<file path="src/rtl/wb_port_arbiter_if.sv">
// wb_port_arbiter_if: writeback request/grant bundle between the result sources and the arbiter
interface wb_port_arbiter_if;
    logic [3:0] req;
    logic [4:0] dest0;
    logic [4:0] dest1;
    logic [4:0] dest2;
    logic [4:0] dest3;
    logic [3:0] ack;
    logic [1:0] wb_sel;
    logic       wb_en;
    logic [4:0] wb_addr;
    logic       stall0;
    modport master (output req, dest0, dest1, dest2, dest3, input ack, wb_sel, wb_en, wb_addr, stall0);
    modport slave  (input req, dest0, dest1, dest2, dest3, output ack, wb_sel, wb_en, wb_addr, stall0);
endinterface

</file>
<file path="src/rtl/wb_port_arbiter.sv">
// wb_port_arbiter: four-source register-file writeback port arbiter with starvation guard
module wb_port_arbiter #(
    parameter bit PRIO0        = 1'b1,
    parameter int STARVE_LIMIT = 4,
    parameter int CNT_W        = 4
) (
    input logic              clock,
    input logic              reset,
    wb_port_arbiter_if.slave bus
);
    localparam logic [CNT_W-1:0] LIMIT = CNT_W'(STARVE_LIMIT);
    logic [3:0]       ack_q, ack_d;
    logic [1:0]       sel_q, sel_d;
    logic             en_q, en_d;
    logic [4:0]       addr_q, addr_d;
    logic [1:0]       rr_q, rr_d;
    logic [CNT_W-1:0] wcnt_q [4];
    logic [CNT_W-1:0] wcnt_d [4];
    logic [4:0]       dest [4];
    logic [3:0]       elig, starved;
    logic             win_v;
    logic [1:0]       win;
    assign elig = bus.req & ~ack_q;
    // gather the per-source destinations so the winner can index them
    always_comb begin
        dest[0] = bus.dest0;
        dest[1] = bus.dest1;
        dest[2] = bus.dest2;
        dest[3] = bus.dest3;
    end
    // a source is starved once it has waited the limit while eligible
    always_comb begin
        for (int i = 0; i < 4; i++) starved[i] = elig[i] && (wcnt_q[i] >= LIMIT);
    end
    // pick the winner: starved lowest index, then source 0 priority, then round-robin from rr_q
    always_comb begin
        win_v = |elig;
        win   = 2'd0;
        if (|starved)
            win = starved[0] ? 2'd0 : starved[1] ? 2'd1 : starved[2] ? 2'd2 : 2'd3;
        else if (!(PRIO0 && elig[0]))
            for (int j = 3; j >= 0; j--) if (elig[rr_q + 2'(j)]) win = rr_q + 2'(j);
    end
    // next registered outputs, pointer and wait counters
    always_comb begin
        ack_d  = win_v ? 4'b0001 << win : 4'b0000;
        sel_d  = win_v ? win : sel_q;
        addr_d = win_v ? dest[win] : addr_q;
        en_d   = win_v && (dest[win] != 5'd0);
        rr_d   = win_v ? win + 2'd1 : rr_q;
        for (int i = 0; i < 4; i++)
            wcnt_d[i] = ((win_v && win == 2'(i)) || !bus.req[i]) ? '0 :
                        elig[i] ? ((wcnt_q[i] >= LIMIT) ? LIMIT : wcnt_q[i] + 1'b1) : wcnt_q[i];
    end
    // state registers; reset drops any pending ack immediately
    always_ff @(posedge clock or posedge reset) begin
        if (reset) begin
            ack_q  <= 4'b0000;
            sel_q  <= 2'd0;
            en_q   <= 1'b0;
            addr_q <= 5'd0;
            rr_q   <= 2'd0;
            wcnt_q <= '{default: '0};
        end else begin
            ack_q  <= ack_d;
            sel_q  <= sel_d;
            en_q   <= en_d;
            addr_q <= addr_d;
            rr_q   <= rr_d;
            wcnt_q <= wcnt_d;
        end
    end
    assign bus.ack     = ack_q;
    assign bus.wb_sel  = sel_q;
    assign bus.wb_en   = en_q;
    assign bus.wb_addr = addr_q;
    assign bus.stall0  = bus.req[0] && !(win_v && win == 2'd0);
endmodule

</file>
<file path="src/flat_wrapper.sv">
// flat-port wrapper written by rule: the top's interface ports become plain ports
module wb_port_arbiter_flat 
#(
    parameter bit PRIO0        = 1'b1,
    parameter int STARVE_LIMIT = 4,
    parameter int CNT_W        = 4
)
  (clock, reset, bus_req, bus_dest0, bus_dest1, bus_dest2, bus_dest3, bus_ack, bus_wb_sel, bus_wb_en, bus_wb_addr, bus_stall0);
  wb_port_arbiter_if bus_i ();
  input logic clock;
  input logic reset;
  input wire logic [$bits(bus_i.req)-1:0] bus_req;
  input wire logic [$bits(bus_i.dest0)-1:0] bus_dest0;
  input wire logic [$bits(bus_i.dest1)-1:0] bus_dest1;
  input wire logic [$bits(bus_i.dest2)-1:0] bus_dest2;
  input wire logic [$bits(bus_i.dest3)-1:0] bus_dest3;
  output wire logic [$bits(bus_i.ack)-1:0] bus_ack;
  output wire logic [$bits(bus_i.wb_sel)-1:0] bus_wb_sel;
  output wire logic [$bits(bus_i.wb_en)-1:0] bus_wb_en;
  output wire logic [$bits(bus_i.wb_addr)-1:0] bus_wb_addr;
  output wire logic [$bits(bus_i.stall0)-1:0] bus_stall0;
  assign bus_i.req = bus_req;
  assign bus_i.dest0 = bus_dest0;
  assign bus_i.dest1 = bus_dest1;
  assign bus_i.dest2 = bus_dest2;
  assign bus_i.dest3 = bus_dest3;
  assign bus_ack = bus_i.ack;
  assign bus_wb_sel = bus_i.wb_sel;
  assign bus_wb_en = bus_i.wb_en;
  assign bus_wb_addr = bus_i.wb_addr;
  assign bus_stall0 = bus_i.stall0;
  wb_port_arbiter #(.PRIO0(PRIO0), .STARVE_LIMIT(STARVE_LIMIT), .CNT_W(CNT_W)) u_core (.clock(clock), .reset(reset), .bus(bus_i));
endmodule
</file>
<file path="config.mk">
export PLATFORM = sky130hd
export DESIGN_NAME = wb_port_arbiter_flat
export DESIGN_NICKNAME = d
export VERILOG_FILES = /design/src/rtl/wb_port_arbiter_if.sv /design/src/rtl/wb_port_arbiter.sv /design/src/flat_wrapper.sv
export SDC_FILE = /design/constraint.sdc
export NUM_CORES = 1
export LEC_CHECK = 0
export ABC_CLOCK_PERIOD_IN_PS = 2000
export BUFFER_PORTS_ARGS = -buffer_cell sky130_fd_sc_hd__buf_4
export CORE_AREA = 2 2 67 69
export CTS_CLUSTER_DIAMETER = 60
export CTS_CLUSTER_SIZE = 24
export DETAILED_ROUTE_END_ITERATION = 7
export DIE_AREA = 0 0 69 71
export MAX_ROUTING_LAYER = met4
export PLACE_DENSITY = 0.75
export SKIP_LAST_GASP = 1
export SYNTH_ARGS = -nofsm -noshare
export SYNTH_HDL_FRONTEND = slang
export SYNTH_SLANG_ARGS = --single-unit
</file>
<file path="constraint.sdc">
create_clock -name clock -period 2 [get_ports clock]
set_input_delay 0.1 -clock clock [delete_from_list [all_inputs] [get_ports clock]]
set_output_delay 0.1 -clock clock [all_outputs]
set_load 0.01 [all_outputs]
</file>
-- Yosys cells after proc, flatten, opt, wreduce, memory -nomap -nowiden
Cells that the tools add are included.
- bits in registers: 30
- logic and storage cells: 93
- $add $sub $neg: 8
- magnitude comparators: 9
- equality and inequality tests: 3
- shift-type cells: 1
- multiplexer cells: 33
- bitwise gates (word level): 3
- reduce and logical (&&, ||, !) cells: 27
- operator list (operator ; count):
    two-way mux 4 bit ; 13
    adder 4 x 1 -> 4 bit, second input constant ; 4
    greater-or-equal comparator 4 x 3 -> 1 bit, second input constant ; 4
    two-way mux 2 bit ; 8
    less-than comparator 2 x 3 -> 1 bit, second input constant ; 4
    binary-select mux 5 bit (select 2 bit) ; 1
    logical AND 1 bit ; 10
    two-way mux 5 bit ; 2
    binary-select mux 1 bit (select 2 bit) ; 4
    nonzero test 2 bit ; 4
    OR reduction 4 bit ; 2
    zero test 1 bit ; 5
    two-way mux 1 bit ; 5
    nonzero test 5 bit ; 1
    adder 2 x 1 -> 2 bit, second input constant ; 2
    adder 2 bit, second input constant ; 2
    AND 4 bit ; 1
    == test 2 bit, second input constant ; 2
    logical OR 1 bit ; 4
    inverter 4 bit ; 1
    left shift 1 x 2 -> 4 bit, first input constant ; 1
    greater-or-equal comparator 3 bit, second input constant ; 1
    inverter 2 -> 3 bit ; 1
    == test 2 x 1 -> 1 bit, second input constant ; 1
    zero test 2 bit ; 1

-- Logic depth before layout (Yosys ltp)
- depth in word-level cells: 16
- gate-level depth with buffers: 12

-- Least setup slack after synthesis
No wires, ideal clock.
- path kind: register to register
- start point: reg u_core.ack_q[1] (netlist: u_core.bus.ack[1])
- end point: reg u_core.wcnt_q[15] (netlist bit)
- setup time: 0.120 ns
- data arrival time: 2.195 ns
- slack: -0.314 ns
- cell stages (with the launch flop): 13
- buffers on the path: 3
- clock period less this slack: 2.314 ns
- cells stage by stage: dfrtp_1 > buf_4 > or3b_1 > a222oi_1 > a2111oi_2 > buf_6 > buf_12 > inv_1 > ha_1 > nand2_1 > nand2_1 > inv_1 > and3_1
- word-level cells in the longest chain between the ends: 14
- elaborated cells on any way between the ends: 26
- RTL lines (item ; line ; RTL):
    start: declaration ; wb_port_arbiter.sv:12 ; logic [3:0] ack_q, ack_d;
    start signal: assignment ; wb_port_arbiter.sv:65 ; ack_q <= ack_d;
    inverter 4 bit (*) ; wb_port_arbiter.sv:23 ; assign elig = bus.req & ~ack_q;
    AND 4 bit (*) ; wb_port_arbiter.sv:23 ;
    binary-select mux 1 bit (select 2 bit) ; wb_port_arbiter.sv:42 ; for (int j = 3; j >= 0; j--) if (elig[rr_q + 2'(j)]) win = rr_q + 2'(j);
    two-way mux 1 bit (implied by the code) ; wb_port_arbiter.sv:42 ;
    two-way mux 2 bit (4 in series) ; wb_port_arbiter.sv:42 ;
    two-way mux 2 bit ; wb_port_arbiter.sv:41 ; else if (!(PRIO0 && elig[0]))
    two-way mux 2 bit (*) ; wb_port_arbiter.sv:39 ; if (|starved)
    named net u_core.win[1] ; wb_port_arbiter.sv:22 ; logic [1:0] win;
    zero test 2 bit (*) ; wb_port_arbiter.sv:52 ; wcnt_d[i] = ((win_v && win == 2'(i)) || !bus.req[i]) ? '0 :
    logical AND 1 bit (*) ; wb_port_arbiter.sv:52 ;
    logical OR 1 bit (*) ; wb_port_arbiter.sv:52 ;
    two-way mux 4 bit or nonzero test 2 bit (tied branches) ; - ;
    end signal: assignment ; wb_port_arbiter.sv:70 ; wcnt_q <= wcnt_d;
    end: declaration ; wb_port_arbiter.sv:17 ; logic [CNT_W-1:0] wcnt_q [4];
Mark *: on every way through the listed nets, which the timed path passes. The rest lies on a longest branch. The select of a mux whose other input is x is not followed.
A chain may end at the register's enable or synchronous reset.

-- Final worst setup path
- start point: reg u_core.ack_q[1] (netlist: u_core.bus.ack[1])
- end point: out bus_stall0
- word-level cells in the longest chain between the ends: 14
- elaborated cells on any way between the ends: 25
- RTL lines (item ; line ; RTL):
    inverter 4 bit (*) ; wb_port_arbiter.sv:23 ;
    AND 4 bit (*) ; wb_port_arbiter.sv:23 ;
    binary-select mux 1 bit (select 2 bit) ; wb_port_arbiter.sv:42 ;
    two-way mux 1 bit (implied by the code) ; wb_port_arbiter.sv:42 ;
    two-way mux 2 bit (4 in series) ; wb_port_arbiter.sv:42 ;
    two-way mux 2 bit ; wb_port_arbiter.sv:41 ;
    two-way mux 2 bit ; wb_port_arbiter.sv:39 ;
    zero test 2 bit ; wb_port_arbiter.sv:77 ; assign bus.stall0 = bus.req[0] && !(win_v && win == 2'd0);
    logical AND 1 bit (*) ; wb_port_arbiter.sv:77 ;
    zero test 1 bit (*) ; wb_port_arbiter.sv:77 ;
    logical AND 1 bit (*) ; wb_port_arbiter.sv:77 ;
    end: declaration ; flat_wrapper.sv:21 ; output wire logic [$bits(bus_i.stall0)-1:0] bus_stall0;
Mark *: on every way between the ends. The rest lies on a longest branch, timed or not. The select of a mux whose other input is x is not followed.

==> impl_metrics.toml <==
[floorplanning]
floorplan.die_area_sq_um = 4900
die_width_um = 69
placeableCoreArea_sq_um = 4200
die_h_um = 71
initial_standard_cell_utilization_of_the_core_pct = 39.7
number_of_top_level_design_ports = 39
placement_rows = 24

[yosys]
synth.yosys.warnings = 0
synth_nets = 216
mean_syn_cell_area_sq_um = 9.17
ys_seq_elements = 30
cells_taking_the_most_area_after_synthesis = "dfrtp_1 (45%), nor2_1 (8.8%), ha_1 (6.0%)"
synth_edf_count = 0
post_synth_inst_count = 182
synth.top_cell.area_share_pct = 45.0
synth.largest_area_cell = "dfrtp_1"
post_synth_arst_share_pct = 100
ys_types = 41
synth_seq_area_share_pct = 45.0
post_synth_instance_area_sq_um = 1670
ys_dominant_reg_cell = "dfrtp_1"

[pwr]
netSwitchingPower_w = 0.00148
worst_ir_drop_vdd_mv = 0.753
pwr-share-clk_pct = 13.0
share_seq_of_total_power_pct = 24.6
comb_power_share_pct = 62.4
power.leakage_nw = 1.31
powerDensity_nw_per_um2 = 1380
netSwitchingFraction_pct = 38.5
internal_power_w = 0.00237

[grt]
globalRoute.totalOverflow = 0
grt_max_degree = 23
global_route.usage.total_pct = 19.9
initial_antenna_violation_count = 0
grt_pass1_wl_mm = 7.49
first_global_vias = 1658

[drt]
dr.first_iter.drc_count = 71
met2WireLength_mm = 2.48
detailroute.wirelength.met3_um = 203
detail_route.wirelength.met1_mm = 1.91
routed.top_layer = "met4"
drt-vias-per-instance = 5.20
route.detailed.drc = 0
drt.antenna.violating_nets = 0
drt_pass1_iterations = 4
detailed_route_wl_mm = 4.68
vias = 1680
routed_len_inst_um = 14.5

[timing]
slew_viol_final = 0
tightestPinTransition_ns = 0.880
grt_setup_unrepaired = "yes"
max-slew-margin-rel_pct = 41.3
setup_viol = 21
finalClockSkew_ns = 0.00570
timing.final.crit_share_pct = 111
hold_violations = 0
fmax_ghz = 0.452
final.min_clock_period_ns = 2.21
postLayoutSetupSlackWorst_ns = -0.210

[cells_and_area]
number_of_antenna_repair_diodes = 0
multi_input_comb_area_sq_um = 1140
area_growth_syn_to_fin_pct = 66.8
fillers = 319
final_core_utilization_pct = 66.2
nets = 304
instances_no_fill = 323
regArea_sq_um = 753
layout-drive-gt1-share_pct = 52.8

[worst_setup_path]
crit_fanout = 3
end_kind = "output pin"
timing.reg2reg.worst_path_depth = 10
critPathRequiredTime_ns = 1.90
worstSetupPathType = "flop to output pin"
signal_arrival_time_at_the_worst_endpoint_ns = 2.11
cp_launch_type = "flop"

[clock_network]
cts-buffers-inserted = 5
clkSlewWorstSetupHoldPaths_ns = 0.06
ctsLongestPathBuffers = 2
h_tree_level_count = 2
numClockSinks = 30
cts_tree = "done"
clk_latency_worst_skew_pair_ns = 0.29
library_cell_used_as_clock_root_buffer = "clkbuf_8"

[status]
failed_checks = "setup timing"
status = "complete, but fails checks"

[placement]
detailedPlacementHpwl_mm = 3.14
dp.cells = 304
finalWeightedCongestion = 0.784
buffer_ports.inserted = 38

[run]
cap_viol_max_count = 0

[min_path]
holdCritPathClass = "input pin to asynchronous set/reset pin"
-- cell usage in the layout (no fill, tap or decap), types with 3 or more instances in the layout --
| cell type | synthesis | final |
|---|---|---|
| ha_1 | 8 | 5 |
| dfrtp_1 | 30 | 28 |
| nand2_1 | 23 | 21 |
| buf_4 | 1 | 76 |
| nor4_1 | 4 | 4 |
| nor2_1 | 39 | 27 |
| nor2_2 | 0 | 10 |
| and2b_1 | 4 | 3 |
| buf_6 | 1 | 8 |
| nand2b_4 | 0 | 4 |
| clkbuf_8 | 0 | 6 |
| a21oi_1 | 11 | 9 |
| a211oi_1 | 4 | 3 |
| a2111oi_4 | 0 | 5 |
| mux2i_1 | 5 | 4 |
-- state kept, by name (all words and copies together), names as in the netlist --
name and cells:
u_core.wcnt_q 16, u_core.bus.wb_addr 5, u_core.bus.ack 4, u_core.bus.wb_sel 2, u_core.rr_q 2, u_core.bus.wb_en 1
-- worst max-delay path, stage by stage, from the launching register on --
cell and delay, ns:
dfrtp_1 0.40, or3b_1 0.37, a222oi_1 0.23, buf_4 0.18, a2111oi_4 0.04, buf_4 0.16
clkinv_4 0.05, ha_4 0.13, nand2_4 0.05, nand2_4 0.08, inv_4 0.03, buf_6 0.11
-- power by group through the flow --
stage          registers (W)  logic (W)  clock network, W
2_1_floorplan        0.00101   0.000960                 0
3_3_place_gp        0.000940    0.00167                 0
3_5_place_dp        0.000951    0.00171                 0
4_1_cts             0.000942    0.00208          0.000510
5_1_grt             0.000966    0.00261          0.000538
6_report            0.000946    0.00240          0.000500
-- per-stage QoR --
| step | setup TNS, ns | hold WS, ns | instance area, sq um | total power, W | setup WS [ns] |
|---|---|---|---|---|---|
| after floorplan | -2.50 | 0.191 | 1740 | 0.00197 | -0.187 |
| final | -2.18 | 0.00243 | 2780 | 0.00385 | -0.210 |
| after detailed placement | -5.16 | 0.333 | 2340 | 0.00266 | -0.333 |
| after CTS | -2.53 | 0.0285 | 2620 | 0.00353 | -0.250 |
| after global routing | -4.58 | 0.0783 | 2780 | 0.00411 | -0.322 |
| after global placement | -3.27 | 0.324 | 2340 | 0.00261 | -0.272 |
-- synth_stat cells (5+ instances only) --
cell type  count
nand2b_1       5
ha_1           8
a21oi_1       11
mux2i_1        5
inv_1          6
nand2_1       23
dfrtp_1       30
nor2_1        39
-- timing repair --
| item | 4_1_cts | 5_1_grt |
|---|---|---|
| pin swaps | 9 | 8 |
| gates resized for setup | 28 | 33 |
| setup buffers | 6 | 4 |
| hold buffers | 0 | 0 |
| gates cloned | 0 | 1 |
| hold endpoints to repair | 0 | 0 |
| setup endpoints to repair | 27 | 27 |
-- logic make-up after synthesis --
| logic type | share of synthesized area [%] |
|---|---|
| AND/OR/NAND/NOR | 28.3 |
| flip-flops | 45.0 |
| AO/OA/AOI/OAI | 12.8 |
| buffers and inverters | 4.20 |
| adder cells (fa/ha/maj) | 6.00 |
| multiplexers | 3.67 |
-- final timing paths --
path / start / to / slack (ns)
min reg2reg: u_core.bus.wb_sel[0] / u_core.bus.wb_sel[0] / 0.48
max: u_core.bus.ack[1] / bus_stall0 / -0.21
min: reset / u_core.wcnt_q[4] / 0.002
max in group asynchronous: reset / u_core.wcnt_q[9] / 1.34
max reg2reg: u_core.bus.ack[2] / u_core.wcnt_q[8] / -0.18
min in group clock: bus_dest1[3] / u_core.bus.wb_addr[3] / 0.18
-- cell type report --
cell class,count,area share [%]
flip-flops and latches,30,27.1
clock buffers,8,3.24
repair buffers,86,25.3
multi-input cells,141,40.9
inverters,6,1.08
well taps,52,2.34
-- per-layer routing --
layer  track usage, %  vias up
li1                 -      811
met3             4.27        8
met4             5.88        0
met2             34.7       47
met5                -        -
met1             23.1      814
No activity file was read; power rests on OpenSTA's default activity.
